### config.mk
export PLATFORM = sky130hd
export DESIGN_NAME = video_mode_sequencer
export DESIGN_NICKNAME = d
export VERILOG_FILES = /design/src/rtl/video_pkg.sv /design/src/rtl/vsync_watchdog.sv /design/src/rtl/video_mode_sequencer.sv
export SDC_FILE = /design/constraint.sdc
export NUM_CORES = 1
export LEC_CHECK = 0
export CORE_MARGIN = 5
export CORE_UTILIZATION = 60
export CTS_CLUSTER_SIZE = 28
export DETAILED_ROUTE_END_ITERATION = 10
export HOLD_SLACK_MARGIN = 0.06
export PLACE_DENSITY = 0.77
export SYNTH_ARGS = -nofsm -noshare
export SYNTH_HDL_FRONTEND = slang
export SYNTH_SLANG_ARGS = --single-unit
### constraint.sdc
create_clock -name clk -period 5.9 [get_ports clk]
set_input_delay 1.77 -clock clk [delete_from_list [all_inputs] [get_ports clk]]
set_output_delay 1.77 -clock clk [all_outputs]
set_load 0.05 [all_outputs]
### src/rtl/video_pkg.sv
// Shared definitions for the Atari ST video path: mode codes and the
// sequencer state encoding.
package video_pkg;

    localparam logic [1:0] MODE_PAL     = 2'd0;
    localparam logic [1:0] MODE_NTSC    = 2'd1;
    localparam logic [1:0] MODE_MONO    = 2'd2;
    localparam logic [1:0] MODE_UNKNOWN = 2'd3;

    typedef enum logic [1:0] {
        UNLOCKED = 2'd0,
        QUALIFY  = 2'd1,
        LOCKED   = 2'd2
    } seq_state_t;

    function automatic logic is_known_mode(input logic [1:0] mode);
        return mode != MODE_UNKNOWN;
    endfunction

endpackage

### src/rtl/vsync_watchdog.sv
// Vsync falling-edge detector plus a no-vsync watchdog timer that only runs
// while the sequencer is qualifying or locked.
module vsync_watchdog #(
    parameter int TIMEOUT_CYCLES = 1000000
) (
    input  logic clk,
    input  logic resetn,
    input  logic vs_in_n,
    input  logic run,
    output logic vs_fall,
    output logic timeout
);

    localparam int TW = (TIMEOUT_CYCLES > 1) ? $clog2(TIMEOUT_CYCLES) : 1;
    localparam logic [TW-1:0] TERMINAL = TW'(TIMEOUT_CYCLES - 1);

    logic          r_vs_d;
    logic [TW-1:0] r_timer;
    logic          w_terminal;

    assign vs_fall    = ~vs_in_n & r_vs_d;
    assign w_terminal = (r_timer == TERMINAL);
    // A frame edge on the terminal cycle beats the expiry.
    assign timeout    = run & w_terminal & ~vs_fall;

    always_ff @(posedge clk or negedge resetn) begin
        if (!resetn) begin
            r_vs_d  <= 1'b1;
            r_timer <= '0;
        end else begin
            r_vs_d <= vs_in_n;
            if (!run || vs_fall || w_terminal) begin
                r_timer <= '0;
            end else begin
                r_timer <= r_timer + 1'b1;
            end
        end
    end

endmodule

### src/rtl/video_mode_sequencer.sv
// Qualifies the analyzer mode over several frames, commits it to the HDMI
// path, and holds HDMI reset / audio mute while the mode is unsettled.
module video_mode_sequencer
    import video_pkg::*;
#(
    parameter int STABLE_FRAMES  = 4,
    parameter int MUTE_FRAMES    = 8,
    parameter int TIMEOUT_CYCLES = 1000000
) (
    input  logic       clk,
    input  logic       resetn,
    input  logic       vs_in_n,
    input  logic [1:0] mode_in,
    output logic [1:0] mode_out,
    output logic       bypass,
    output logic       hdmi_reset,
    output logic       audio_mute,
    output logic       locked
);

    seq_state_t r_state, w_state_nx;
    logic [1:0] r_cand, w_cand_nx;
    logic [3:0] r_cnt, w_cnt_nx;
    logic [7:0] r_mute_cnt, w_mute_cnt_nx;
    logic [1:0] r_mode_out, w_mode_out_nx;
    logic       r_bypass;
    logic       r_hdmi_reset, w_hdmi_reset_nx;
    logic       r_audio_mute, w_audio_mute_nx;
    logic       w_vs_fall;
    logic       w_timeout;
    logic       w_run;

    assign w_run = (r_state != UNLOCKED);

    vsync_watchdog #(
        .TIMEOUT_CYCLES(TIMEOUT_CYCLES)
    ) u_vsync_watchdog (
        .clk     (clk),
        .resetn  (resetn),
        .vs_in_n (vs_in_n),
        .run     (w_run),
        .vs_fall (w_vs_fall),
        .timeout (w_timeout)
    );

    always_comb begin
        w_state_nx      = r_state;
        w_cand_nx       = r_cand;
        w_cnt_nx        = r_cnt;
        w_mute_cnt_nx   = r_mute_cnt;
        w_mode_out_nx   = r_mode_out;
        w_hdmi_reset_nx = r_hdmi_reset;
        w_audio_mute_nx = r_audio_mute;

        case (r_state)
            UNLOCKED: begin
                w_hdmi_reset_nx = 1'b1;
                w_audio_mute_nx = 1'b1;
                if (w_vs_fall && is_known_mode(mode_in)) begin
                    w_cand_nx  = mode_in;
                    w_cnt_nx   = 4'd1;
                    w_state_nx = QUALIFY;
                end
            end

            QUALIFY: begin
                w_hdmi_reset_nx = 1'b1;
                w_audio_mute_nx = 1'b1;
                if (w_vs_fall) begin
                    if (!is_known_mode(mode_in)) begin
                        w_state_nx = UNLOCKED;
                    end else if (mode_in != r_cand) begin
                        w_cand_nx = mode_in;
                        w_cnt_nx  = 4'd1;
                    end else if ((5'(r_cnt) + 5'd1) == 5'(STABLE_FRAMES)) begin
                        w_mode_out_nx   = r_cand;
                        w_hdmi_reset_nx = 1'b0;
                        w_mute_cnt_nx   = 8'(MUTE_FRAMES);
                        w_audio_mute_nx = (MUTE_FRAMES != 0);
                        w_state_nx      = LOCKED;
                    end else begin
                        w_cnt_nx = r_cnt + 4'd1;
                    end
                end else if (w_timeout) begin
                    w_state_nx = UNLOCKED;
                end
            end

            LOCKED: begin
                if (w_vs_fall) begin
                    if (mode_in != r_mode_out) begin
                        w_hdmi_reset_nx = 1'b1;
                        w_audio_mute_nx = 1'b1;
                        w_mute_cnt_nx   = 8'd0;
                        if (!is_known_mode(mode_in)) begin
                            w_state_nx = UNLOCKED;
                        end else begin
                            w_cand_nx  = mode_in;
                            w_cnt_nx   = 4'd1;
                            w_state_nx = QUALIFY;
                        end
                    end else if (r_mute_cnt != 8'd0) begin
                        w_mute_cnt_nx   = r_mute_cnt - 8'd1;
                        w_audio_mute_nx = (r_mute_cnt != 8'd1);
                    end
                end else if (w_timeout) begin
                    w_hdmi_reset_nx = 1'b1;
                    w_audio_mute_nx = 1'b1;
                    w_mute_cnt_nx   = 8'd0;
                    w_state_nx      = UNLOCKED;
                end
            end

            default: begin
                w_hdmi_reset_nx = 1'b1;
                w_audio_mute_nx = 1'b1;
                w_state_nx      = UNLOCKED;
            end
        endcase
    end

    always_ff @(posedge clk or negedge resetn) begin
        if (!resetn) begin
            r_state      <= UNLOCKED;
            r_cand       <= MODE_PAL;
            r_cnt        <= 4'd0;
            r_mute_cnt   <= 8'd0;
            r_mode_out   <= MODE_PAL;
            r_bypass     <= 1'b0;
            r_hdmi_reset <= 1'b1;
            r_audio_mute <= 1'b1;
        end else begin
            r_state      <= w_state_nx;
            r_cand       <= w_cand_nx;
            r_cnt        <= w_cnt_nx;
            r_mute_cnt   <= w_mute_cnt_nx;
            r_mode_out   <= w_mode_out_nx;
            r_bypass     <= (w_mode_out_nx == MODE_MONO);
            r_hdmi_reset <= w_hdmi_reset_nx;
            r_audio_mute <= w_audio_mute_nx;
        end
    end

    assign mode_out   = r_mode_out;
    assign bypass     = r_bypass;
    assign hdmi_reset = r_hdmi_reset;
    assign audio_mute = r_audio_mute;
    assign locked     = (r_state == LOCKED);

endmodule

==> results.txt <==
worst hold endpoint: u_vsync_watchdog.r_timer[0]
setup repair bufs after CTS: 0
clock tree buffer depth: 2
Post-Synth Adder-Cell Area: 0.02781
placer congestion estimate: 0.8694
clock latency on the worst-skew pair: 300 ps
Max Freq: 264.5 MHz
fin crit period: 3781 ps
R2R Setup Slk: 3700 ps
DRT iter0 DRCs: 83
hold_sp: u_vsync_watchdog.r_timer[0]
initial antenna violation count: 0
DRT antenna net count: 0
Post-synth EDFFs: 0
share of layout cells above drive strength 1: 0.08400
mux cell area share after synthesis: 0.01446
largest net degree at the start of global routing: 43
worst setup margin: 2119 ps
outcome: completed
std cell rows: 22
Crit. End Element: output port
vias in the first global route: 1623
DIE HEIGHT: 71.23 um
first-pass GRT wire length: 7631 um
post-synthesis sequential area ratio: 0.4689
area grow syn2layout: 11.01%
DR WL/cell: 14.67 um
post-synthesis simple-gate area fraction: 0.2558
worst hold path depth: 1
DIE WIDTH: 71.23 um
max-slew violations: 0
setup tns final: 0 ps
final setup fails: 0
Post-Synth XOR/XNOR Area: 0.08565
relative slew slack: 0.3857
Synth area leaders: dfrtp_1, xnor2_1, nor2_1
RSZ-0062 raised after global routing: no
#FFs+latches synth: 42
Hold WC Path Type: reg -> reg
PD cells: 233.3 mW/mm^2
gr usage total: 0.1890
FF-to-FF path depth: 6
Starting Density: 0.6191
CTS Hold Bufs: 0
post-synthesis compound-gate area fraction: 0.1235
Netlist Area Pre-Place: 0.002250 mm^2
post-place setup slack: 2109 ps
IO Port Bufs: 10
Post-route DRC: 0
Mapped Nets: 246
largest family of logic cells by synthesized area: simple AND/OR/NAND/NOR gates
Ys Warns: 0
drt via density: 5.789
H-tree levels: 2
Netlist cell types: 52
CTS root buf: clkbuf_8
via count: 1725
Cells after Synth: 236
nets: 259
CORE AREA: 0.003633 mm^2
CTS Buf Count: 5
WP data required: 4130 ps
drt pass-1 iters: 4
maxcap violations: 0
grt total ovfl: 0
main flop type after synthesis: dfrtp_1
CTS tree: built
clock slew at reported path FFs: 80 ps
top-level I/O count: 11
syn_area_per_cell: 9.532 um^2
Commonest cells post-synth: dfrtp_1, nor2_1, nand2_1
post-route clock period utilization: 0.6409
Post-synth ARST share: 1.000
post-synth top area cell: dfrtp_1
peak supply drop: 0.1685 mV
Final HPWL DP: 3033 um
CTS Sinks: 42
type of origin of the critical path: register
static leakage: 1.030 nW
power consumption: 582.7 uW
Inst Count DP: 290
CP Class: reg -> out
Worst R2R Start: r_cnt[0]
Worst-Margin Slew: 921.5 ps
crit path DAT: 2010 ps
Resize count post-CTS: 0
total die area: 0.005074 mm^2
Final Hold Viols: 0
clk_skew: 10.62 ps
# diodes: 0
reg2reg end: r_mute_cnt[2]
most frequent cell after synthesis: dfrtp_1
Max FO, Critical Path: 6
final wirelength: 4373 um
area share of the largest cell type after synthesis: 0.4338
Final Non-Filler Cells: 298
-- cells in the final DEF (no fill, tap or decap), types with 2 or more instances in the layout --
master / Yosys / layout
nand3_1: 13 / 13
nand2_1: 19 / 19
a21oi_1: 9 / 9
ha_1: 5 / 5
o21ai_1: 3 / 3
clkdlybuf4s50_1: 0 / 9
a31oi_1: 7 / 7
mux2_2: 2 / 2
dfstp_2: 3 / 3
nand2b_1: 3 / 3
o21ai_0: 9 / 9
and3b_1: 2 / 2
xnor2_1: 14 / 14
xor2_1: 8 / 8
nor2_1: 28 / 28
o21a_1: 3 / 3
nor3b_1: 2 / 2
nor4_1: 7 / 7
inv_1: 9 / 9
dfrtp_1: 39 / 39
nor3_1: 7 / 7
and3_1: 4 / 4
nand4_1: 4 / 4
nand3b_1: 3 / 3
nor2b_1: 4 / 4
clkbuf_8: 0 / 5
-- final cells by class --
type / count / area (um^2)
clock buffers: 5 / 68.82
clock inverters: 3 / 43.79
fillers: 303 / 1136
inverters: 9 / 33.78
multi-input cells: 181 / 1141
flip-flops and latches: 42 / 1055
well taps: 48 / 60.06
repair buffers: 10 / 95.09
-- registers in the layout (all words and copies together), names as in the netlist --
register / cells
hdmi_reset: 1
r_state: 2
audio_mute: 1
u_vsync_watchdog.r_vs_d: 1
u_vsync_watchdog.r_timer: 20
mode_out: 2
r_cand: 2
bypass: 1
r_cnt: 4
r_mute_cnt: 8
-- worst max-delay path by stage --
stage	slack [ps]	end	depth (start not counted)	start
floorplan	2890	locked	1	r_state[0]
global placement	2130	r_mute_cnt[1]	6	mode_in[0]
detailed placement	2110	r_mute_cnt[1]	6	mode_in[0]
CTS	2130	locked	2	r_state[1]
global route	2040	locked	2	r_state[1]
finish	2120	locked	2	r_state[1]
-- where the power goes --
| part | leakage, nW | internal, mW | switching, mW | total (mW) |
|---|---|---|---|---|
| Combinational | 0.417 | 0.0168 | 0.0284 | 0.0452 |
| Sequential | 0.554 | 0.296 | 0.0111 | 0.307 |
| Clock | 0.0585 | 0.127 | 0.103 | 0.230 |
-- metrics by stage --
| stage | hold slack (ps) | instance area, um^2 | util |
|---|---|---|---|
| after floorplan | 443.6 | 2250 | - |
| after global placement | 467.6 | 2385 | 0.6563 |
| after detailed placement | 483.3 | 2385 | 0.6563 |
| after CTS | 495.0 | 2497 | 0.6873 |
| after global routing | 538.8 | 2497 | 0.6873 |
| final | 491.2 | 2497 | 0.6873 |
-- kinds of logic after synthesis --
group,Yosys count
compound gates,43
fa+ha+maj,5
flops,42
mux,3
simple gates,108
xor+xnor,22
buf+inv,13
-- critical path, cell delays in order, from the launching register on --
cell             delay (ps)
dfrtp_1                 430
nor2b_1                 400
clkdlybuf4s50_1         890
-- layer usage --
| metal | track usage | vias up | wire, um |
|---|---|---|---|
| met5 | 0 | - | 0 |
| met2 | 0.2980 | 37 | 2056 |
| met4 | 0.06889 | 0 | 71 |
| li1 | - | 866 | - |
| met1 | 0.2500 | 817 | 2071 |
| met3 | 0.05189 | 5 | 174 |
(Power assumes the default switching activity.)
